File: config.mk
export PLATFORM = sky130hd
export DESIGN_NAME = mem_dump_reader_flat
export DESIGN_NICKNAME = d
export VERILOG_FILES = /design/src/rtl/mem_dump_reader_if.sv /design/src/rtl/mem_dump_reader.sv /design/src/flat_wrapper.sv
export SDC_FILE = /design/constraint.sdc
export NUM_CORES = 1
export LEC_CHECK = 0
export CAP_MARGIN = 10
export CORE_AREA = 2 2 87 173
export CTS_CLUSTER_SIZE = 40
export DETAILED_ROUTE_END_ITERATION = 8
export DIE_AREA = 0 0 89 175
export HOLD_SLACK_MARGIN = 0.02
export PLACE_DENSITY = 0.85
export SYNTH_ARGS = -nofsm -noshare
export SYNTH_HDL_FRONTEND = slang
export SYNTH_SLANG_ARGS = --single-unit
File: constraint.sdc
create_clock -name clk -period 9.61 [get_ports clk]
set_input_delay 1.922 -clock clk [delete_from_list [all_inputs] [get_ports clk]]
set_output_delay 1.922 -clock clk [all_outputs]
set_load 0.01 [all_outputs]
File: src/rtl/mem_dump_reader_if.sv
// Bus bundle between the memory dump reader and its environment: the start
// command, the memory read port and the valid/ready output stream.
// The slave modport is the reader's view; the master modport is the harness view.
interface mem_dump_reader_if #(
    parameter int BITSIZE = 32,
    parameter int REGSIZE = 16
);
    // Command side
    logic               start;
    logic [REGSIZE-1:0] base_addr;
    logic [REGSIZE-1:0] word_count;
    logic               abort;

    // Memory asynchronous read port
    logic [REGSIZE-1:0] mem_addr;
    logic [BITSIZE-1:0] mem_rdata;
    logic               busy;

    // Output stream and status
    logic [BITSIZE-1:0] out_data;
    logic               out_valid;
    logic               out_ready;
    logic               out_last;
    logic               done;
    logic               err;
    logic [BITSIZE-1:0] checksum;

    modport slave (
        input  start, base_addr, word_count, abort, mem_rdata, out_ready,
        output mem_addr, busy, out_data, out_valid, out_last, done, err, checksum
    );

    modport master (
        output start, base_addr, word_count, abort, mem_rdata, out_ready,
        input  mem_addr, busy, out_data, out_valid, out_last, done, err, checksum
    );
endinterface

File: src/rtl/mem_dump_reader.sv
// Memory readback engine. On an accepted start it walks base_addr ..
// base_addr+word_count-1 through the memory's asynchronous read port and
// streams each word over a valid/ready interface, keeping a running wrapping
// sum of the accepted words. While busy it owns the memory address bus.
module mem_dump_reader #(
    parameter int BITSIZE   = 32,
    parameter int REGSIZE   = 16,
    parameter int MEM_DEPTH = 100
) (
    input  logic               clk,
    input  logic               reset,
    mem_dump_reader_if.slave   bus
);

    typedef enum logic [1:0] {
        S_IDLE  = 2'd0,
        S_FETCH = 2'd1,
        S_SEND  = 2'd2,
        S_DONE  = 2'd3
    } state_t;

    // One past the last legal word address, widened so the range check
    // base_addr + word_count cannot wrap.
    localparam logic [REGSIZE:0]   C_MEM_LIMIT = (REGSIZE+1)'(MEM_DEPTH);
    localparam logic [REGSIZE-1:0] C_ONE       = REGSIZE'(1);

    // Registered state
    state_t             r_state;
    logic [REGSIZE-1:0] r_addr;
    logic [REGSIZE-1:0] r_remaining;
    logic [BITSIZE-1:0] r_out_data;
    logic               r_out_valid;
    logic               r_out_last;
    logic               r_done;
    logic               r_err;
    logic [BITSIZE-1:0] r_checksum;

    // Next-state values
    state_t             w_state_nxt;
    logic [REGSIZE-1:0] w_addr_nxt;
    logic [REGSIZE-1:0] w_remaining_nxt;
    logic [BITSIZE-1:0] w_out_data_nxt;
    logic               w_out_valid_nxt;
    logic               w_out_last_nxt;
    logic               w_done_nxt;
    logic               w_err_nxt;
    logic [BITSIZE-1:0] w_checksum_nxt;

    // Decoded helpers
    logic [REGSIZE:0]   w_range_end;
    logic               w_range_bad;
    logic               w_accept;
    logic               w_busy;

    assign w_range_end = {1'b0, bus.base_addr} + {1'b0, bus.word_count};
    assign w_range_bad = (w_range_end > C_MEM_LIMIT);
    assign w_accept    = r_out_valid && bus.out_ready;
    assign w_busy      = (r_state == S_FETCH) || (r_state == S_SEND);

    // Next-state and datapath decode for the dump sequencer.
    // NOTE: every signal gets its default first so no path through the case
    // leaves one unassigned; otherwise synthesis would infer a latch.
    always_comb begin
        w_state_nxt     = r_state;
        w_addr_nxt      = r_addr;
        w_remaining_nxt = r_remaining;
        w_out_data_nxt  = r_out_data;
        w_out_valid_nxt = r_out_valid;
        w_out_last_nxt  = r_out_last;
        w_checksum_nxt  = r_checksum;
        w_done_nxt      = 1'b0;
        w_err_nxt       = 1'b0;

        case (r_state)
            S_IDLE: begin
                // abort beats start in the same cycle; otherwise a start is
                // either an empty dump, a rejected range or a real walk.
                if (!bus.abort && bus.start) begin
                    if (bus.word_count == '0) begin
                        w_checksum_nxt = '0;
                        w_state_nxt    = S_DONE;
                    end else if (w_range_bad) begin
                        w_err_nxt = 1'b1;
                    end else begin
                        w_addr_nxt      = bus.base_addr;
                        w_remaining_nxt = bus.word_count;
                        w_checksum_nxt  = '0;
                        w_state_nxt     = S_FETCH;
                    end
                end
            end

            S_FETCH: begin
                if (bus.abort) begin
                    w_out_valid_nxt = 1'b0;
                    w_out_last_nxt  = 1'b0;
                    w_state_nxt     = S_IDLE;
                end else begin
                    // The only point where read data is captured.
                    w_out_data_nxt  = bus.mem_rdata;
                    w_out_valid_nxt = 1'b1;
                    w_out_last_nxt  = (r_remaining == C_ONE);
                    w_state_nxt     = S_SEND;
                end
            end

            S_SEND: begin
                if (bus.abort) begin
                    // Partial checksum is kept; the word on the bus is dropped.
                    w_out_valid_nxt = 1'b0;
                    w_out_last_nxt  = 1'b0;
                    w_state_nxt     = S_IDLE;
                end else if (w_accept) begin
                    w_checksum_nxt  = r_checksum + r_out_data;
                    w_out_valid_nxt = 1'b0;
                    w_out_last_nxt  = 1'b0;
                    w_remaining_nxt = r_remaining - C_ONE;
                    if (r_remaining == C_ONE) begin
                        w_state_nxt = S_DONE;
                    end else begin
                        w_addr_nxt  = r_addr + C_ONE;
                        w_state_nxt = S_FETCH;
                    end
                end
            end

            S_DONE: begin
                // An abort here suppresses the completion pulse.
                if (!bus.abort) begin
                    w_done_nxt = 1'b1;
                end
                w_state_nxt = S_IDLE;
            end

            default: begin
                w_state_nxt = S_IDLE;
            end
        endcase
    end

    // State and datapath registers with synchronous active-low reset.
    // NOTE: sequential state uses non-blocking assignments so every register
    // samples the pre-edge values regardless of statement order.
    always_ff @(posedge clk) begin
        if (!reset) begin
            r_state     <= S_IDLE;
            r_addr      <= '0;
            r_remaining <= '0;
            r_out_data  <= '0;
            r_out_valid <= 1'b0;
            r_out_last  <= 1'b0;
            r_done      <= 1'b0;
            r_err       <= 1'b0;
            r_checksum  <= '0;
        end else begin
            r_state     <= w_state_nxt;
            r_addr      <= w_addr_nxt;
            r_remaining <= w_remaining_nxt;
            r_out_data  <= w_out_data_nxt;
            r_out_valid <= w_out_valid_nxt;
            r_out_last  <= w_out_last_nxt;
            r_done      <= w_done_nxt;
            r_err       <= w_err_nxt;
            r_checksum  <= w_checksum_nxt;
        end
    end

    // The address bus is driven only while the reader owns the memory.
    assign bus.busy      = w_busy;
    assign bus.mem_addr  = w_busy ? r_addr : '0;
    assign bus.out_data  = r_out_data;
    assign bus.out_valid = r_out_valid;
    assign bus.out_last  = r_out_last;
    assign bus.done      = r_done;
    assign bus.err       = r_err;
    assign bus.checksum  = r_checksum;

endmodule

File: src/flat_wrapper.sv
// flat-port wrapper written by rule: the top's interface ports become plain ports
module mem_dump_reader_flat 
#(
    parameter int BITSIZE   = 32,
    parameter int REGSIZE   = 16,
    parameter int MEM_DEPTH = 100
)
  (clk, reset, bus_start, bus_base_addr, bus_word_count, bus_abort, bus_mem_rdata, bus_out_ready, bus_mem_addr, bus_busy, bus_out_data, bus_out_valid, bus_out_last, bus_done, bus_err, bus_checksum);
  mem_dump_reader_if #(.BITSIZE(BITSIZE), .REGSIZE(REGSIZE)) bus_i ();
  input  logic clk;
  input  logic reset;
  input wire logic [$bits(bus_i.start)-1:0] bus_start;
  input wire logic [$bits(bus_i.base_addr)-1:0] bus_base_addr;
  input wire logic [$bits(bus_i.word_count)-1:0] bus_word_count;
  input wire logic [$bits(bus_i.abort)-1:0] bus_abort;
  input wire logic [$bits(bus_i.mem_rdata)-1:0] bus_mem_rdata;
  input wire logic [$bits(bus_i.out_ready)-1:0] bus_out_ready;
  output wire logic [$bits(bus_i.mem_addr)-1:0] bus_mem_addr;
  output wire logic [$bits(bus_i.busy)-1:0] bus_busy;
  output wire logic [$bits(bus_i.out_data)-1:0] bus_out_data;
  output wire logic [$bits(bus_i.out_valid)-1:0] bus_out_valid;
  output wire logic [$bits(bus_i.out_last)-1:0] bus_out_last;
  output wire logic [$bits(bus_i.done)-1:0] bus_done;
  output wire logic [$bits(bus_i.err)-1:0] bus_err;
  output wire logic [$bits(bus_i.checksum)-1:0] bus_checksum;
  assign bus_i.start = bus_start;
  assign bus_i.base_addr = bus_base_addr;
  assign bus_i.word_count = bus_word_count;
  assign bus_i.abort = bus_abort;
  assign bus_i.mem_rdata = bus_mem_rdata;
  assign bus_i.out_ready = bus_out_ready;
  assign bus_mem_addr = bus_i.mem_addr;
  assign bus_busy = bus_i.busy;
  assign bus_out_data = bus_i.out_data;
  assign bus_out_valid = bus_i.out_valid;
  assign bus_out_last = bus_i.out_last;
  assign bus_done = bus_i.done;
  assign bus_err = bus_i.err;
  assign bus_checksum = bus_i.checksum;
  mem_dump_reader #(.BITSIZE(BITSIZE), .REGSIZE(REGSIZE), .MEM_DEPTH(MEM_DEPTH)) u_core (.clk(clk), .reset(reset), .bus(bus_i));
endmodule
==> results of run 1 <==
==> kinds of logic (layout without fill, tap and decap cells) <==
family | after synthesis | in the layout
flops | 102 | 102
mux | 9 | 9
other cells | 0 | 1
xor+xnor | 26 | 26
fa+ha+maj | 56 | 56
buf+inv | 85 | 208
simple gates | 389 | 389
compound gates | 310 | 310
==> flip-flops by register name (all words and copies together), names as in the netlist <==
register,flops
u_core.bus.checksum,32
u_core.bus.out_data,32
u_core.bus.done,1
u_core.bus.err,1
u_core.bus.out_valid,1
u_core.r_remaining,16
u_core.r_addr,16
u_core.bus.out_last,1
u_core.r_state,2
==> cell type report <==
class                      count  area, µm²  share of cell area (%)
multi-input combinational    790       4920                    53.5
sequential                   102       2040                    22.2
timing repair buffer         160       1580                    17.2
tap                          192        240                    2.61
clock buffer                   9        225                    2.45
inverter                      32        120                    1.31
clock inverter                 7       66.3                   0.721
antenna                        1       2.50                  0.0272
==> synthesized netlist by cell type, types with 8 or more instances <==
master                      count
sky130_fd_sc_hd__clkbuf_1      43
sky130_fd_sc_hd__and2_1        21
sky130_fd_sc_hd__nor2_1        35
sky130_fd_sc_hd__xnor2_1       15
sky130_fd_sc_hd__dfxtp_1      102
sky130_fd_sc_hd__o21ai_0       46
sky130_fd_sc_hd__ha_1          54
sky130_fd_sc_hd__o2bb2ai_1      8
sky130_fd_sc_hd__and3_1         8
sky130_fd_sc_hd__nor3_1        23
sky130_fd_sc_hd__inv_1         31
sky130_fd_sc_hd__o31ai_1       12
sky130_fd_sc_hd__or3_1         11
sky130_fd_sc_hd__a21oi_1      121
sky130_fd_sc_hd__nand2_1      163
sky130_fd_sc_hd__o32ai_1        8
sky130_fd_sc_hd__a21boi_0      12
sky130_fd_sc_hd__xor2_1        11
sky130_fd_sc_hd__a21o_1        11
sky130_fd_sc_hd__nand3_1       74
sky130_fd_sc_hd__o211ai_1      10
==> worst paths after layout <==
kind	start	end	slack, ns	depth (start not counted)
min reg2reg	u_core.r_remaining[15]	u_core.r_remaining[15]	0.48	2
max	bus_word_count[0]	u_core.r_addr[0]	3.43	12
min	u_core.r_remaining[15]	u_core.r_remaining[15]	0.48	2
max reg2reg	u_core.bus.checksum[0]	u_core.bus.checksum[30]	5.74	11
==> worst register-to-register path, delay by kind of cell, from the launching register on <==
kind            cells  cell delay [ns]
flops               1             0.33
xor+xnor            1             0.14
compound gates      7             2.47
simple gates        1             0.15
fa+ha+maj           2             0.66
==> metal layers <==
| metal | vias up | GRT usage, % | part of all wire, % |
|---|---|---|---|
| met5 | - | 0 | 0 |
| met4 | 0 | 20.6 | 7.0 |
| met3 | 102 | 4.87 | 5.6 |
| met2 | 322 | 57.7 | 54 |
| li1 | 3820 | - | - |
| met1 | 3637 | 31.2 | 34 |
==> metrics by stage <==
| step | hold WS, ns | setup WS, ns | cells | area, µm² | utilization, % |
|---|---|---|---|---|---|
| 3_5_place_dp | 0.469 | 3.15 | 1276 | 8900 | 62.4 |
| 5_1_grt | 0.495 | 3.25 | 1293 | 9190 | 64.4 |
| 3_3_place_gp | 0.456 | 3.22 | 1276 | 8900 | 62.4 |
| 6_report | 0.475 | 3.43 | 1293 | 9190 | 64.4 |
| 4_1_cts | 0.480 | 3.49 | 1292 | 9190 | 64.4 |
| 2_1_floorplan | 0.437 | 4.68 | 977 | 7280 | - |
==> power by group through the flow <==
stage,clock network (µW),logic (µW),registers (µW)
floorplan,0,67.4,433
global placement,0,123,433
detailed placement,0,123,433
CTS,371,124,423
global route,392,136,423
finish,368,127,423
==> results summary, run 1 <==
The die covers 15600 µm². The commonest non-fill, non-tap cell in the layout is sky130_fd_sc_hd__nand2_1. Counting flops with a built-in enable in the synthesized netlist gives 0. The wire length of the first global-routing pass is 38400 µm. Between clock sinks in the finished design, the worst skew comes to 0.0121 ns. The DRC marker count from the first detailed-route iteration came out at 342.

The placer congestion estimate is 1.04. The post-synthesis net count is 1102. For the worst-skew pair, the clock arrives at the later sink with an insertion delay of 0.36 ns. Max-cap violations in this run came to 0.

The longest clock path from root to sink contains 2 buffers. After synthesis, the largest family of logic cells by area is compound AO/OA/AOI/OAI gates. The buffers inserted during post-CTS setup optimization is 0.

The data required time of the worst path came out at 9.90 ns. The number of different library cells used by synthesis comes to 73. On the critical path the largest part of the delay comes from simple AND/OR/NAND/NOR gates. The sequential share of the synthesized area came out at 28.0%. The total via count in the routed design is 7881. The number of nets in the finished design is 1220. The largest fanout on the critical path is 27.

The post-route DRC violation count is 0. In the final timing run, aggregate negative setup slack is 0 ns. The flip-flop cell with the highest count after synthesis is sky130_fd_sc_hd__dfxtp_1.

The area of the core region is 14300 µm². The parity-gate share of the synthesized area counting xor and xnor cells is 3.13%. The share of layout cells above drive strength 1 came out at 4.73%. The worst setup path is of the input pin to flop kind. Setup repair after global routing left no endpoint under its margin. The worst endpoint data arrival time is 6.46 ns.

The number of fillers in the final layout came out at 1297. Dividing total power by cell area gives a power density of 99.8 nW/µm². The synthesized netlist occupies a cell area of 7280 µm². After legalization and detailed placement, the total HPWL measured 18200 µm. The signal on the critical path passes through clkdlybuf4s50_1, ha_1, fa_1, a21oi_2, o211ai_2, a211oi_1, or4_1, or4b_4, o31ai_4, nand3_2, or3_1, a21oi_1. The power consumption is 917 µW. Compared with the post-synthesis result, the final layout area differs by 26.3%. The max-slew violation count is 0. The largest voltage drop on the vdd net came out at 0.0763 mV. The number of clock sinks is 102.

The design internal power is 662 µW. The total wirelength of the detailed-routed design is 24300 µm. The library cells used most frequently in the layout, excluding fill and tap cells, are sky130_fd_sc_hd__nand2_1 (163), sky130_fd_sc_hd__clkdlybuf4s50_1 (152), sky130_fd_sc_hd__a21oi_1 (121).

The switching power summed over all nets is 255 µW. The average instance area after synthesis came out at 7.45 µm². The post-cts sizing count is 0.

Of all flip-flops after synthesis, the portion carrying an async set or reset was 0%. The delay of the slowest cell on the worst path came out at 0.57 ns. After synthesis, the cell types taking the most area are sky130_fd_sc_hd__dfxtp_1 (28%), sky130_fd_sc_hd__ha_1 (9.3%), sky130_fd_sc_hd__nand2_1 (8.4%), sky130_fd_sc_hd__a21oi_1 (8.3%), sky130_fd_sc_hd__nand3_1 (5.1%).

The TritonCTS buffer count came out at 9. The number of core rows came out at 62. The leakage power summed over all cells came out at 0.00354 µW. Net switching is 27.8% of the power. The per-cell routed wire length came out at 18.8 µm.

The aggregate global routing overflow came out at 0. The global-route usage over all layers is 31.5%. The simple-gate portion of the synthesized area is 25.6%. The level count of the clock H-tree came out at 3. The total count of hold-check failures in the final report is 0. Subtracting the final worst setup slack from the clock period gives 6.18 ns.

The biggest area consumer among synthesized cells is sky130_fd_sc_hd__dfxtp_1. The number of buffers added on ports is 153. The via density per instance came out at 6.10.

Of the post-synthesis cell area, the part taken by muxes is 1.27%. The root buffer cell is sky130_fd_sc_hd__clkbuf_16. The arithmetic-cell share of the synthesized area counting full adders, half adders and majority gates came out at 9.83%. Together, buffers and inverters on the worst path number 1.

The slowest library cell on the worst path is sky130_fd_sc_hd__clkdlybuf4s50_1. The CTS tree is yes. The top-area cell type share of the netlist area is 28.0%. STA classifies the critical path startpoint as an input pin.

The initial cell density of the core came out at 51.0%. The clock input transition at the sequential cells of the worst setup and hold paths came out at 0.08 ns. Setup violations remaining at the end of the flow were counted as 0. The floorplan step set the die height to 175 µm. The tightest min-delay check is of the flop to flop type. The part of the cycle the worst path needs is 64.3%. The number of top-level pins came out at 154. The pin count of the biggest net entering global routing came out at 69. The worst slew margin relative to its limit came out at 25.3%. The die width is 89 µm. The number of detailed-routing iterations run before antenna repair came out at 5. The instance count of the mapped netlist came out at 977. The proportion of power drawn by combinational gates is 13.8%.

The hold buffer count at CTS came out at 0. The number of antenna violations at the first check in global routing is 1. The count of nets left with antenna violations once routing finished came out at 0. The Yosys step of the flow raised 0 warnings. The via count of the first global-routing pass came out at 7767. STA classifies the critical path endpoint as a flop. The highest clock rate is 162 MHz. The flow ran to the end, and the final reports show no timing, DRC or antenna violations. Summing the areas of all compound-gate instances in the mapped netlist gives 27.7% of the synthesized area.

The number of register bits inferred by synthesis is 102. The pin slew with the least headroom to its limit is 1.09 ns. Sequential cells account for 46.1% of the total power.

The power share of the clock group is 40.1%.
Note: power is estimated with default switching activity, not from simulation.
==> run 2, diff against run 1 <==
Settings changed: CORE_AREA 2 2 87 173 to 2 2 92 182, DIE_AREA 0 0 89 175 to 0 0 94 184, PLACE_DENSITY 0.85 to 0.81.
Clock period 9.61 ns to 5.6 ns, I/O delays scaled along.
==> run 2 against run 1 <==
Final area rose by 0.56%. Largest power group unchanged. Routed wire length grew 0.52%. Die area up 11%. Largest cell class unchanged. Critical path depth unchanged.
==> results summary, run 2 (synthesis gave the netlist of run 1 again) <==
The run finished with clean final reports. TritonCTS built the clock tree. The clock insertion delay at the later pin of the skew report came out at 0.35 ns. The share of the core filled with cells in the final layout came out at 58.3%. The multi-input logic area came out at 4920 µm².

The sequential standard cell area came out at 2040 µm². The buffers inserted during post-CTS setup optimization is 0. The number of nets in the finished design is 1229.

The placer congestion estimate is 0.940. The worst setup path is captured at a flop. From bottom edge to top edge, the die measures 184 µm. The wire length of the first global-routing pass came out at 38900 µm.

Of all nets on the critical path, the largest fanout is 15. Using the TritonRoute via totals, the vias-per-cell ratio works out to 6.02. For this run, the detailed router's first-pass iteration total came to 5.

The area growth from synthesis to layout is 27.0%. The power consumption is 1530 µW. The critical path goes through clkdlybuf4s50_1, ha_1, fa_1, a21oi_2, o211ai_2, a211oi_1, or4_1, or4b_4, o31ai_4, nand3_2, buf_4, o221a_2.

The initial cell density of the core came out at 45.9%. The delay of the slowest cell on the worst path is 0.56 ns. The class of the most critical setup path is input pin to flop. The final antenna-violating net count is 0. After clock tree synthesis, the clock-pin slew on the worst setup and hold paths is 0.07 ns. The max-slew violation count was 0.

At the pin with the least slew margin, the transition time is 1.05 ns. The post-route DRC violation count is 0. The number of antenna violations at the first check in global routing came out at 0. The antenna diode count is 0. The slowest library cell on the worst path is sky130_fd_sc_hd__or4b_4. In this run the worst hold path is classified as flop to flop. No sink is reached through more buffers than the 2 on the longest clock path. Row generation in the floorplan step produced 65 rows. In this run, post-CTS hold repair placed 0 buffers. Global routing used 28.6% of the available tracks across all layers. The per-cell routed wire length is 18.6 µm. The worst hold margin came out at 0.475 ns. The total via count in the routed design is 7877. STA classifies the critical path startpoint as an input pin. The final number of setup-violating endpoints came out at 0. The number of fillers in the final layout is 1503. For this block, the routed nets add up to 24400 µm of wire. Based on the critical path, the design can be clocked at up to 211 MHz.

The DRC marker count from the first detailed-route iteration is 355. The tree is rooted in a sky130_fd_sc_hd__clkbuf_16. The worst endpoint data arrival time came out at 4.99 ns. Dividing total power by cell area gives a power density of 165 nW/µm². The reported max-cap violation count is 0. The die width is 94 µm.

The part of the cycle the worst path needs came out at 84.8%. The total count of hold-check failures in the final report came to 0. The die covers 17300 µm².

The area of the core region came out at 15900 µm². The largest voltage drop on the vdd net came out at 0.154 mV. The clock tree synthesis step divided the H-tree into 3 levels. The worst clock skew came out at 0.00820 ns. Setup repair after global routing left no endpoint under its margin. The sum of negative setup slack is 0 ns.

The count of buffers added on input and output ports is 153. Entering global routing, the biggest net connects 67 pins. The HPWL after detailed placement is 18700 µm.

The number of clock sinks came out at 102. The leakage power summed over all cells came out at 0.00358 µW. The number of top-level pins is 154. The via count of the first global-routing pass is 7699. Post-CTS repair changed the size of 0 cells. The time the final worst path needs with I/O delays and setup came out at 4.75 ns.

The data required time of the worst path came out at 5.84 ns. The worst slew margin relative to its limit is 28.4%. Leaving out fill and tap cells, the most frequent cell in the layout is sky130_fd_sc_hd__nand2_1. The share of layout cells above drive strength 1 is 5.32%. The TritonCTS buffer count is 9.

The aggregate global routing overflow came out at 0. Leaving out fill and tap cells, the most frequent cells in the layout are sky130_fd_sc_hd__nand2_1 (163), sky130_fd_sc_hd__clkdlybuf4s50_1 (152), sky130_fd_sc_hd__a21oi_1 (121).
run 2: changes by cell type in the layout (fill, tap and decap cells not counted), sizes merged:
cell and delta:
inv -4, buf +9, clkinv +2, clkbuf +2
clkinvlp -1, diode -1
run 2: stage by stage:
stage          setup WS, ns  instance area, µm²  cells
2_1_floorplan          1.47                7280    977
3_3_place_gp          0.517                8980   1294
3_5_place_dp          0.524                8980   1294
4_1_cts               0.883                9250   1309
5_1_grt               0.623                9250   1309
6_report              0.853                9250   1309
run 2: cell type report:
cell class	instances	share of cell area, %
Inverter	32	1.30
Timing Repair Buffer	169	17.8
Tap cell	201	2.72
Clock buffer	11	2.63
Multi-Input combinational cell	790	53.2
Sequential cell	102	22.1
Clock inverter	4	0.257
run 2: routing by layer:
| layer | global-route usage [%] | wire [µm] | part of all wire [%] |
|---|---|---|---|
| met5 | 0 | 0 | 0 |
| met4 | 20.8 | 1770 | 7.3 |
| met1 | 28.4 | 8340 | 34 |
| met3 | 3.77 | 1030 | 4.2 |
| met2 | 52.4 | 13200 | 54 |
run 2: power by group:
group	switching (µW)	internal (µW)	leakage, µW
sequential	0.340	725	0.000821
combinational	116	98.5	0.00262
clock	280	310	0.000135
total	396	1130	0.00358
run 2: final timing paths:
| path | startpoint | endpoint | slack [ns] | depth (start not counted) |
|---|---|---|---|---|
| hold reg to reg | u_core.bus.checksum[12] | u_core.bus.checksum[12] | 0.48 | 2 |
| setup reg to reg | u_core.bus.out_data[1] | u_core.bus.checksum[31] | 1.88 | 9 |
| setup / recovery | bus_base_addr[0] | u_core.r_addr[14] | 0.85 | 12 |
| hold / removal | u_core.bus.checksum[12] | u_core.bus.checksum[12] | 0.48 | 2 |
run 2: worst max-delay path: cells and delay by family:
| kind | cells | cell delay, ns |
|---|---|---|
| and+or+nand+nor | 3 | 1.40 |
| AOI/OAI and AO/OA | 5 | 1.08 |
| buffers and inverters | 2 | 0.85 |
| adders and majority gates | 2 | 0.52 |
==> RTL change (settings of run 2) <==
`REGSIZE` is set to 16 in 3 places; all go to 8.
--- a/src/rtl/mem_dump_reader_if.sv
+++ b/src/rtl/mem_dump_reader_if.sv
@@ -3,7 +3,7 @@
 // The slave modport is the reader's view; the master modport is the harness view.
 interface mem_dump_reader_if #(
     parameter int BITSIZE = 32,
-    parameter int REGSIZE = 16
+    parameter int REGSIZE = 8
 );
     // Command side
     logic               start;
--- a/src/rtl/mem_dump_reader.sv
+++ b/src/rtl/mem_dump_reader.sv
@@ -4,7 +4,7 @@
 // sum of the accepted words. While busy it owns the memory address bus.
 module mem_dump_reader #(
     parameter int BITSIZE   = 32,
-    parameter int REGSIZE   = 16,
+    parameter int REGSIZE   = 8,
     parameter int MEM_DEPTH = 100
 ) (
     input  logic               clk,
--- a/src/flat_wrapper.sv
+++ b/src/flat_wrapper.sv
@@ -2,7 +2,7 @@
 module mem_dump_reader_flat 
 #(
     parameter int BITSIZE   = 32,
-    parameter int REGSIZE   = 16,
+    parameter int REGSIZE   = 8,
     parameter int MEM_DEPTH = 100
 )
   (clk, reset, bus_start, bus_base_addr, bus_word_count, bus_abort, bus_mem_rdata, bus_out_ready, bus_mem_addr, bus_busy, bus_out_data, bus_out_valid, bus_out_last, bus_done, bus_err, bus_checksum);
Ports: changed (resized bus_base_addr, bus_mem_addr and bus_word_count); port bits go from 154 to 130. The function was not compared with the original's and may differ.
==> RTL change against run 2 <==
Worst hold slack improved by 0.010 ns. Via count shrank 28%. Non-clock buffer count shrank 32. Setup slack gained 0.066 ns. Die area unchanged. Sequential cell count is 16 lower. Synthesized area decreased by 22%. Clock skew grew 0.0021 ns. Wire length is 29% lower. Design area decreased by 19%. Sequential share of layout area up 1.0 points. Critical path type unchanged. Largest cell class unchanged.
Power is not compared: it rests on default switching activity, and its combinational part moved more than twofold at a synthesized area within 25%.
==> RTL change: results (changes against run 2) <==
** Global route
- The combined global-route utilization of all metal layers was 19.9% (was 28.6%).
- The number of antenna violations at the first check in global routing was 1 (was 0).
- The via count of the first global-routing pass was 5603 (was 7699).
- Maximum number of pins on one net before global-route repair :: 54 (was 67)

** Timing
- Maximum clock skew at final layout :: 0.0103 ns (was 0.00820 ns)
- The pin slew with the least headroom to its limit is 0.832 ns (was 1.05 ns).
- Maximum frequency from static timing analysis :: 214 MHz (was 211 MHz)

** Drt
- Vias/cell :: 5.51 (was 6.02)
- The average wire length per cell after detail routing was 16.7 um (was 18.6 um).
- Detailed router's first-iteration violation count :: 296 (was 355)
- The number of vias after detailed routing was 5684 (was 7877).
- The first-pass detailed-route iteration total came to 4 (was 5).

** Place
- DP Worst Slack :: 0.573 ns (was 0.524 ns)
- GP Congestion :: 0.918 (was 0.940)
- Instance count after placement with tap cells included :: 1015 (was 1294)
- The number of buffer cells added on primary ports was 129 (was 153).
- The post-detailed-placement half-perimeter wirelength is 12800 um (was 18700 um).
- The instance area at placement is 0.00714 sq mm (was 0.00898 sq mm).

** Critical path
- The cell with the biggest individual delay on the critical path is sky130_fd_sc_hd__nor2_2 (was sky130_fd_sc_hd__or4b_4).
- The critical register-to-register path startpoint was u_core.r_state[0]$_SDFFE_PN0P_ (was u_core.bus.out_data[1]$_SDFFE_PN0P_).
- The biggest cell delay along the critical path is 0.65 ns (was 0.56 ns).
- Arrival time of the worst setup path :: 4.94 ns (was 4.99 ns)
- Setup crit end :: u_core.bus.checksum[0]$_SDFFE_PN0P_ (was u_core.r_addr[14]$_SDFFE_PN0P_)
- The worst setup slack for register-to-register paths came to 2.40 ns (was 1.88 ns).
- The timing startpoint of the critical path is bus_word_count[0] (was bus_base_addr[0]).

** Synthesis
- Cell types with the highest counts after synthesis: sky130_fd_sc_hd__nand2_1, sky130_fd_sc_hd__dfxtp_1, sky130_fd_sc_hd__a21boi_0 (was sky130_fd_sc_hd__nand2_1, sky130_fd_sc_hd__a21oi_1, sky130_fd_sc_hd__dfxtp_1).
- Synthesized-area fraction occupied by ao, oa, aoi and oai cells :: 28.2% (was 27.7%)
- Nets in the synthesized netlist :: 816 (was 1102)
- The fraction of the yosys area taken by sequential cells came to 30.2% (was 28.0%).
- Synth Area in XOR/XNOR :: 4.61% (was 3.13%)
- The adder-cell share of the synthesized area came to 10.8% (was 9.83%).
- Multiplexer share of the synthesized area :: 0.527% (was 1.27%)
- The post-synthesis cell count came to 715 (was 977).

** Cells and area
- The layout cell share with drive strength beyond 1 came to 5.42% (was 5.32%).
- The final net count was 926 (was 1229).
- Fill count :: 1531 (was 1503)
- Core occupancy in the finished layout :: 46.9% (was 58.3%)

** Outcome
- Outcome :: complete, no violations (unchanged)
==> RTL change: changes by cell type in the layout (fill, tap and decap cells not counted), sizes merged, moves of 18 or more <==
cell,before,now
nand2,164,129
inv,32,14
clkdlybuf4s50,152,128
nand3,75,40
a21oi,122,38
a21boi,12,53
==> RTL change: metal layers <==
metal / wire length (um) / vias to the layer above / track usage [%] / part of all wire, %
li1: - / 2791 / - / -
met5: 0 / - / 0 / 0
met1: 6420 / 2667 / 20.0 / 37
met4: 911 / 0 / 12.3 / 5.3
met2: 9250 / 172 / 37.2 / 54
met3: 653 / 54 / 2.99 / 3.8
==> RTL change: final cells by class <==
cell class | instances | share of cell area [%]
antenna | 1 | 0.0336
clock buffer | 11 | 3.26
clock inverter | 5 | 0.790
inverter | 15 | 0.756
multi-input combinational | 576 | 50.6
sequential | 86 | 23.1
tap | 201 | 3.38
timing repair buffer | 137 | 18.1
==> RTL change: worst min path at each step <==
stage,startpoint,to,slack [ns],cells past startpoint
detailed placement,u_core.bus.checksum[13]$_SDFFE_PN0P_,u_core.bus.checksum[13]$_SDFFE_PN0P_,0.47,2
CTS,u_core.bus.checksum[13]$_SDFFE_PN0P_,u_core.bus.checksum[13]$_SDFFE_PN0P_,0.49,2
global placement,u_core.bus.checksum[13]$_SDFFE_PN0P_,u_core.bus.checksum[13]$_SDFFE_PN0P_,0.47,2
floorplan,u_core.r_addr[7]$_SDFFE_PN0P_,u_core.r_addr[7]$_SDFFE_PN0P_,0.44,2
finish,u_core.bus.checksum[13]$_SDFFE_PN0P_,u_core.bus.checksum[13]$_SDFFE_PN0P_,0.49,2
global route,u_core.bus.out_data[13]$_SDFFE_PN0P_,u_core.bus.out_data[13]$_SDFFE_PN0P_,0.51,2
